File: src/rtl/nn_layer_sequencer.sv
// Sequences a multi-layer feed-forward pass through the 8-lane neuron layer, feeding outputs back as inputs.
// Latency: go -> first nrn_start in 3 cycles; each layer costs 3 + L cycles; done 1 cycle after the last finish.
// Backpressure: a single outstanding layer; go is ignored while busy, and a WAIT watchdog aborts a stuck layer.
module nn_layer_sequencer #(
  parameter int NUM_LAYERS = 3,
  parameter int ADDR_W     = 2,
  parameter int TIMEOUT    = 1023
) (
  input  logic              clk,
  input  logic              rst,
  input  logic              go,
  input  logic [63:0]       x_in,
  output logic [ADDR_W-1:0] rom_addr,
  input  logic [511:0]      rom_wei,
  input  logic [63:0]       rom_bias,
  output logic              nrn_start,
  output logic [63:0]       nrn_inp,
  output logic [511:0]      nrn_wei,
  output logic [63:0]       nrn_bias,
  input  logic              nrn_finish,
  input  logic [63:0]       nrn_out,
  output logic              busy,
  output logic              done,
  output logic              err,
  output logic [63:0]       result,
  output logic [2:0]        class_idx
);

  localparam int WD_W = $clog2(TIMEOUT + 1);
  localparam logic [ADDR_W-1:0] LAST_LAYER = ADDR_W'(NUM_LAYERS - 1);
  localparam logic [WD_W-1:0]   WD_LIMIT   = WD_W'(TIMEOUT);

  typedef enum logic [2:0] {
    S_IDLE,
    S_FETCH,
    S_LOAD,
    S_START,
    S_WAIT,
    S_DONE
  } state_t;

  state_t            state;
  state_t            state_nxt;
  logic [ADDR_W-1:0] layer;
  logic [63:0]       act;
  logic [WD_W-1:0]   wdog;
  logic [WD_W-1:0]   wdog_inc;
  logic              last_layer;
  logic              timeout_hit;

  assign wdog_inc    = wdog + WD_W'(1);
  assign last_layer  = (layer == LAST_LAYER);
  assign timeout_hit = (wdog_inc == WD_LIMIT);

  // Lowest-index lane holding the largest signed 8-bit value.
  function automatic logic [2:0] argmax(input logic [63:0] v);
    logic signed [7:0] best;
    logic [2:0]        idx;
    best = v[7:0];
    idx  = 3'd0;
    for (int i = 1; i < 8; i++) begin
      if ($signed(v[8*i +: 8]) > best) begin
        best = v[8*i +: 8];
        idx  = 3'(i);
      end
    end
    return idx;
  endfunction

  // State register.
  always_ff @(posedge clk) begin
    if (rst) state <= S_IDLE;
    else     state <= state_nxt;
  end

  // Next-state decode and the per-state control strobes.
  always_comb begin
    state_nxt = state;
    nrn_start = 1'b0;
    busy      = 1'b0;
    done      = 1'b0;
    case (state)
      S_IDLE: begin
        if (go) state_nxt = S_FETCH;
      end
      S_FETCH: begin
        busy      = 1'b1;
        state_nxt = S_LOAD;
      end
      S_LOAD: begin
        busy      = 1'b1;
        state_nxt = S_START;
      end
      S_START: begin
        busy      = 1'b1;
        nrn_start = 1'b1;
        state_nxt = S_WAIT;
      end
      S_WAIT: begin
        busy = 1'b1;
        // A finish landing on the timeout cycle is still honoured.
        if (nrn_finish)       state_nxt = last_layer ? S_DONE : S_FETCH;
        else if (timeout_hit) state_nxt = S_DONE;
      end
      S_DONE: begin
        done      = 1'b1;
        state_nxt = S_IDLE;
      end
      default: state_nxt = S_IDLE;
    endcase
  end

  // Datapath: layer counter, activation feedback, ROM capture, watchdog and published result.
  // result/class_idx/err are written on entry to DONE so they are already valid alongside the done pulse.
  always_ff @(posedge clk) begin
    if (rst) begin
      layer     <= '0;
      act       <= '0;
      wdog      <= '0;
      rom_addr  <= '0;
      nrn_inp   <= '0;
      nrn_wei   <= '0;
      nrn_bias  <= '0;
      err       <= 1'b0;
      result    <= '0;
      class_idx <= '0;
    end else begin
      case (state)
        S_IDLE: begin
          if (go) begin
            act      <= x_in;
            layer    <= '0;
            rom_addr <= '0;
            err      <= 1'b0;
          end
        end
        S_LOAD: begin
          nrn_wei  <= rom_wei;
          nrn_bias <= rom_bias;
          nrn_inp  <= act;
        end
        S_START: begin
          wdog <= '0;
        end
        S_WAIT: begin
          wdog <= wdog_inc;
          if (nrn_finish) begin
            act <= nrn_out;
            if (last_layer) begin
              result    <= nrn_out;
              class_idx <= argmax(nrn_out);
            end else begin
              layer    <= layer + 1'b1;
              rom_addr <= layer + 1'b1;
            end
          end else if (timeout_hit) begin
            err       <= 1'b1;
            result    <= '0;
            class_idx <= '0;
          end
        end
        default: ;
      endcase
    end
  end

endmodule

File: config.mk
export PLATFORM = sky130hd
export DESIGN_NAME = nn_layer_sequencer
export DESIGN_NICKNAME = d
export VERILOG_FILES = /design/src/rtl/nn_layer_sequencer.sv
export SDC_FILE = /design/constraint.sdc
export NUM_CORES = 2
export LEC_CHECK = 0
export ABC_AREA = 1
export CAP_MARGIN = 10
export CORE_AREA = 2 2 547 549
export CTS_CLUSTER_SIZE = 16
export DETAILED_ROUTE_END_ITERATION = 6
export DIE_AREA = 0 0 549 551
export HOLD_SLACK_MARGIN = 0.15
export PLACE_DENSITY = 0.32
export REMOVE_ABC_BUFFERS = 1
export SLEW_MARGIN = 0
export SYNTH_ARGS = -nofsm -noshare
export SYNTH_HDL_FRONTEND = slang
export SYNTH_SLANG_ARGS = --single-unit
File: constraint.sdc
create_clock -name clk -period 20.8 [get_ports clk]
set_input_delay 2.08 -clock clk [delete_from_list [all_inputs] [get_ports clk]]
set_output_delay 2.08 -clock clk [all_outputs]
set_load 0.005 [all_outputs]
# After elaboration in Yosys (flattened, before gate mapping)
# Cells that the tools add are included.
# word_totals
reg_bits	787
in_bits	708
output_inout_bits	713
word_cells	106
# classes
addsub	2
magnitude_cmp	7
n_eq_ne	14
muxes	63
reduce_logical	10
# ops
cell	n
2-to-1 mux 64 bit	5
2-to-1 mux 8 bit	30
case mux 64 bit (2 select lines)	1
greater-than comparator 8 bit	7
2-to-1 mux 3 bit	13
case mux 10 bit (2 select lines)	1
case mux 3 bit (5 select lines)	1
adder 10 x 1 -> 10 bit (second input constant)	1
== test 10 bit (second input constant)	1
!= test 2 bit (second input constant)	5
AND reduction 4 bit	2
2-to-1 mux 1 bit	7
== test 3 x 2 -> 1 bit (second input constant)	2
== test 3 bit (second input constant)	2
2-to-1 mux 2 bit	3
AND reduction 3 bit	2
nonzero test 2 bit	3
case mux 2 bit (2 select lines)	1
OR reduction 4 bit	1
== test 3 x 1 -> 1 bit (second input constant)	1
zero test 3 bit	1
!= test 3 bit (second input constant)	1
adder 2 x 1 -> 2 bit (second input constant)	1
== test 2 bit (second input constant)	1
3 further kinds	3

# Logic depth before layout (Yosys ltp)
# logic_depth
depth_word	40
depth_mapped	87
ltp_nobuf	81

# Worst setup path before layout
# No wires, ideal clock.
# synth_timing
path_type	input-to-reg
from	in nrn_out[5]
to	reg class_idx[2]
setup_time_ns	0.132
arrival_ns	10.998
required_ns	20.668
path_slack_ns	9.670
cell_stages	71
n_path_buf	7
path_cell_list	inv_1 ha_1 a21oi_1 nor2_1 nor2_2 nand2_1 nand2_2 nand3_4 buf_4 nand2_1 o21ai_0 ha_1 a21o_1 a31oi_1 nand2_1 nand2_2 nand3_4 buf_4 [35 not listed] o221ai_1 nand2_1 o21ai_0 nand2_1 clkbuf_1 o21ai_1 ha_1 a21oi_1 o21ai_0 nand3_1 nand2_1 a211oi_1 o22a_1 nand2_1 inv_1 nand3_1 nand2_1 a21oi_1
# synth_via
elab_chain_len	40
word_cells_on_any_way	44
cone_classes	order compare: 7; mux: 37
# synth_rtl
item	line	text
from (decl)	21	input logic [63:0] nrn_out,
greater-than comparator 8 bit	62	if ($signed(v[8*i +: 8]) > best) begin
2-to-1 mux 8 bit (*)	62	
2-to-1 mux 8 bit (*)	149	if (last_layer) begin
2-to-1 mux 8 bit (*)	147	if (nrn_finish) begin
2-to-1 mux 8 bit (*)	128	case (state)
2-to-1 mux 8 bit (*)	116	if (rst) begin
greater-than comparator 8 bit	62	
2-to-1 mux 8 bit (*)	62	
[24 not listed]	--	
2-to-1 mux 8 bit	149	
2-to-1 mux 8 bit	147	
2-to-1 mux 8 bit	128	
2-to-1 mux 8 bit	116	
greater-than comparator 8 bit	62	
2-to-1 mux 3 bit (*)	62	
2-to-1 mux 3 bit (*)	149	
2-to-1 mux 3 bit (*)	147	
to (signal assigned)	151	class_idx <= argmax(nrn_out);
to (decl)	26	output logic [2:0] class_idx
# Every way passes the cells marked *; elsewhere a longest branch is shown, timed or not. The select of a mux whose other input is x is not followed.
# A chain may end at the register's enable or synchronous reset.

# Worst setup path in the final report
# layout_timing
from	in nrn_out[1]
to	reg class_idx[2]
# The elaborated chain is that of the path after synthesis.

==> impl_metrics.tcl <==
set metrics [dict create \
    outcome "complete, no violations" \
    cap_violations 0 \
    die_w_um 549 \
    finalCriticalPeriod_ns 12.88 \
    fp.dieH_um 551 \
    cellLeakagePower_uw 0.0174 \
    clkTransAtPathRegs_ns 0.06 \
    cp_common_cell "nand2_1" \
    post_cts_buffers 0 \
    synth_top_area_cell "dfxtp_1" \
    ant_nets 0 \
    core_region_area_mm2 0.296 \
    cts_resized 0 \
    grt_max_degree 174 \
    ir_worst_vdd_mv 0.0585 \
    holdBufCountCts 0 \
    drt_pass1_iterations 5 \
    slew_headroom 0.153 \
    clkLatencyLatePin_ns 0.81 \
    regArea_mm2 0.0158 \
    placed_cell_area_mm2 0.0481 \
    setup_viol 0 \
    rows 200 \
    via_count 32196 \
    drv_slew 0 \
    yosys.cell_count.top_type "nand2_1" \
    place.gp.congestion 0.823 \
    io_pins 1421 \
    synthCells 3925 \
    ys_ff_latch 787 \
    synth_edf_count 0 \
    report.power.total_uw 5020 \
    grtUsageTotal 0.133 \
    wl_um 211000 \
    syn_to_final_growth_pct 74.6 \
    fmax_ghz 0.0777 \
    powerDensity_mw_per_mm2 97.1 \
    ys.flop_type "dfxtp_1" \
    h-tree-depth 3 \
    post_drt_wl_per_cell_um 22.8 \
    cp-startpoint "nrn_out[1]" \
    nFillCells 33593 \
    design_area_mm2 0.0517 \
    clock-skew-final_ns 0.0281 \
    crit-reg2reg-launch "state[2]" \
    grt_pass1_wl_um 282000 \
    die_area_mm2 0.302 \
    path_max_fanout 19 \
    crit_slowest_cell "clkdlybuf4s50_1" \
    numCtsBuffers 112 \
    fin_tns_setup_ns 0 \
    final_nets 5984 \
    vias_per_cell 3.47 \
    drc 0 \
    async_reset_ff_frac 0 \
    synth_warnings 0 \
    worst_pin_slew_ns 1.27 \
    startpoint_type "primary input" \
    dp_hpwl_um 169000 \
    rsz0062_at_grt "false" \
    overflow 0 \
    grt_pass1_vias 32244 \
    antenna_found_initial 146 \
    arrival_ns 13.54 \
    path_buf_inv 6 \
    hp-start "result[46]" \
    ys_types 43 \
    synthTopCellsByCount "nand2_1, dfxtp_1, a21oi_1" \
    drive_gt1_frac 0.0492 \
    netlist_area_mm2 0.0296 \
    slowest_delay_ns 0.64 \
    worstHoldPathType "flop to flop" \
    worstSetupPathType "primary input to flop" \
    required_ns 21.46 \
    dr.first_iter.drc_count 1662 \
    worst_setup_path_end_kind "flop" \
    clock_sinks 787 \
    synth_top_area_frac 0.532 \
    synthTopCellsByArea "dfxtp_1, nand2_1, a21oi_1" \
    portBuffers 1420 \
    synthesis.area_per_instance_um2 7.55 \
    hold_violations 0 \
    path_delay_family "compound AO/OA/AOI/OAI gates" \
    cts_root_buf "clkbuf_16" \
    multiInputGateArea_mm2 0.0125 \
    cts_tree "done" \
    initial_utilization 0.100 \
    period_share 0.619 \
    cts_buffer_depth 4 \
    ys_seq_area_frac 0.532 \
]
[state kept, by name, summed over array words and instances (netlist names)]
name and count:
act 64, state 3, nrn_wei 512, wdog 10, nrn_bias 64, result 64, layer 2, class_idx 3
err 1, nrn_inp 64
[cells by family (layout without fill, tap and decap cells)]
kind of cell,count (synthesis),in the layout,share of synthesized area
flip-flops,787,787,0.532
XOR/XNOR,5,5,0.00148
buffers and inverters,369,1754,0.0477
AO/OA/AOI/OAI,926,926,0.162
multiplexers,2,2,0.000676
adder cells (fa/ha/maj),51,51,0.0215
AND/OR/NAND/NOR,1785,1785,0.235
other,0,22,0
[placed cells by master (no fill, tap or decap), types with 6 or more instances in the layout]
master	instances
o21ai_0	97
a31oi_1	66
diode_2	22
nand3_1	22
nor2_1	34
o21ai_1	10
nand3_4	6
clkdlybuf4s50_1	1419
nand2_1	1661
clkinv_2	18
clkbuf_8	24
clkbuf_16	112
clkinvlp_4	7
ha_1	51
nand4_1	27
dfxtp_1	787
inv_1	79
buf_4	42
a21oi_1	731
nand2_2	15
clkbuf_1	30
[worst reg2reg max path: cells and delay by family (launching register included)]
| kind | cells | cell delay [ns] |
|---|---|---|
| buffers and inverters | 6 | 3.52 |
| and+or+nand+nor | 2 | 0.93 |
| DFF | 1 | 0.33 |
| AOI/OAI and AO/OA | 1 | 0.18 |
[through the flow]
stage | util | setup WS [ns] | hold slack, ns | instances
after CTS | 0.174 | 8.00 | 0.459 | 9248
after global placement | 0.162 | 7.14 | 0.445 | 9049
final | 0.175 | 7.92 | 0.460 | 9271
after global routing | 0.174 | 6.88 | 0.475 | 9255
after detailed placement | 0.162 | 7.08 | 0.450 | 9049
after floorplan | - | -21.98 | 0.430 | 3646
[routing by layer]
layer | vias up | GRT usage | share of wire | wire, um
li1 | 15433 | - | - | -
met1 | 15054 | 0.150 | 0.39 | 83400
met2 | 1279 | 0.229 | 0.48 | 101000
met3 | 362 | 0.0631 | 0.11 | 22800
met4 | 68 | 0.0240 | 0.019 | 4060
met5 | - | 0 | 0.0021 | 448
[layout make-up]
type / count / area share
inverters: 90 / 0.00675
well taps: 3939 / 0.0953
clock buffers: 166 / 0.0627
multi-input cells: 2769 / 0.241
flip-flops and latches: 787 / 0.304
repair buffers: 1465 / 0.282
diodes: 22 / 0.00106
clock inverters: 33 / 0.00619
[path summary, 6_finish.rpt]
check,slack (ns),cells after the start,endpoint
worst min-delay path,0.46,2,result[46]
worst max register to register,15.76,9,nrn_wei[87]
worst min register to register,0.46,2,result[46]
worst max-delay path,7.92,65,class_idx[2]
[where the power goes]
part	switching [uW]	total (uW)	internal, uW
registers	85.4	1750	1660
logic	780	1360	585
clock network	788	1910	1120
Power figures use the tool's default switching activity.
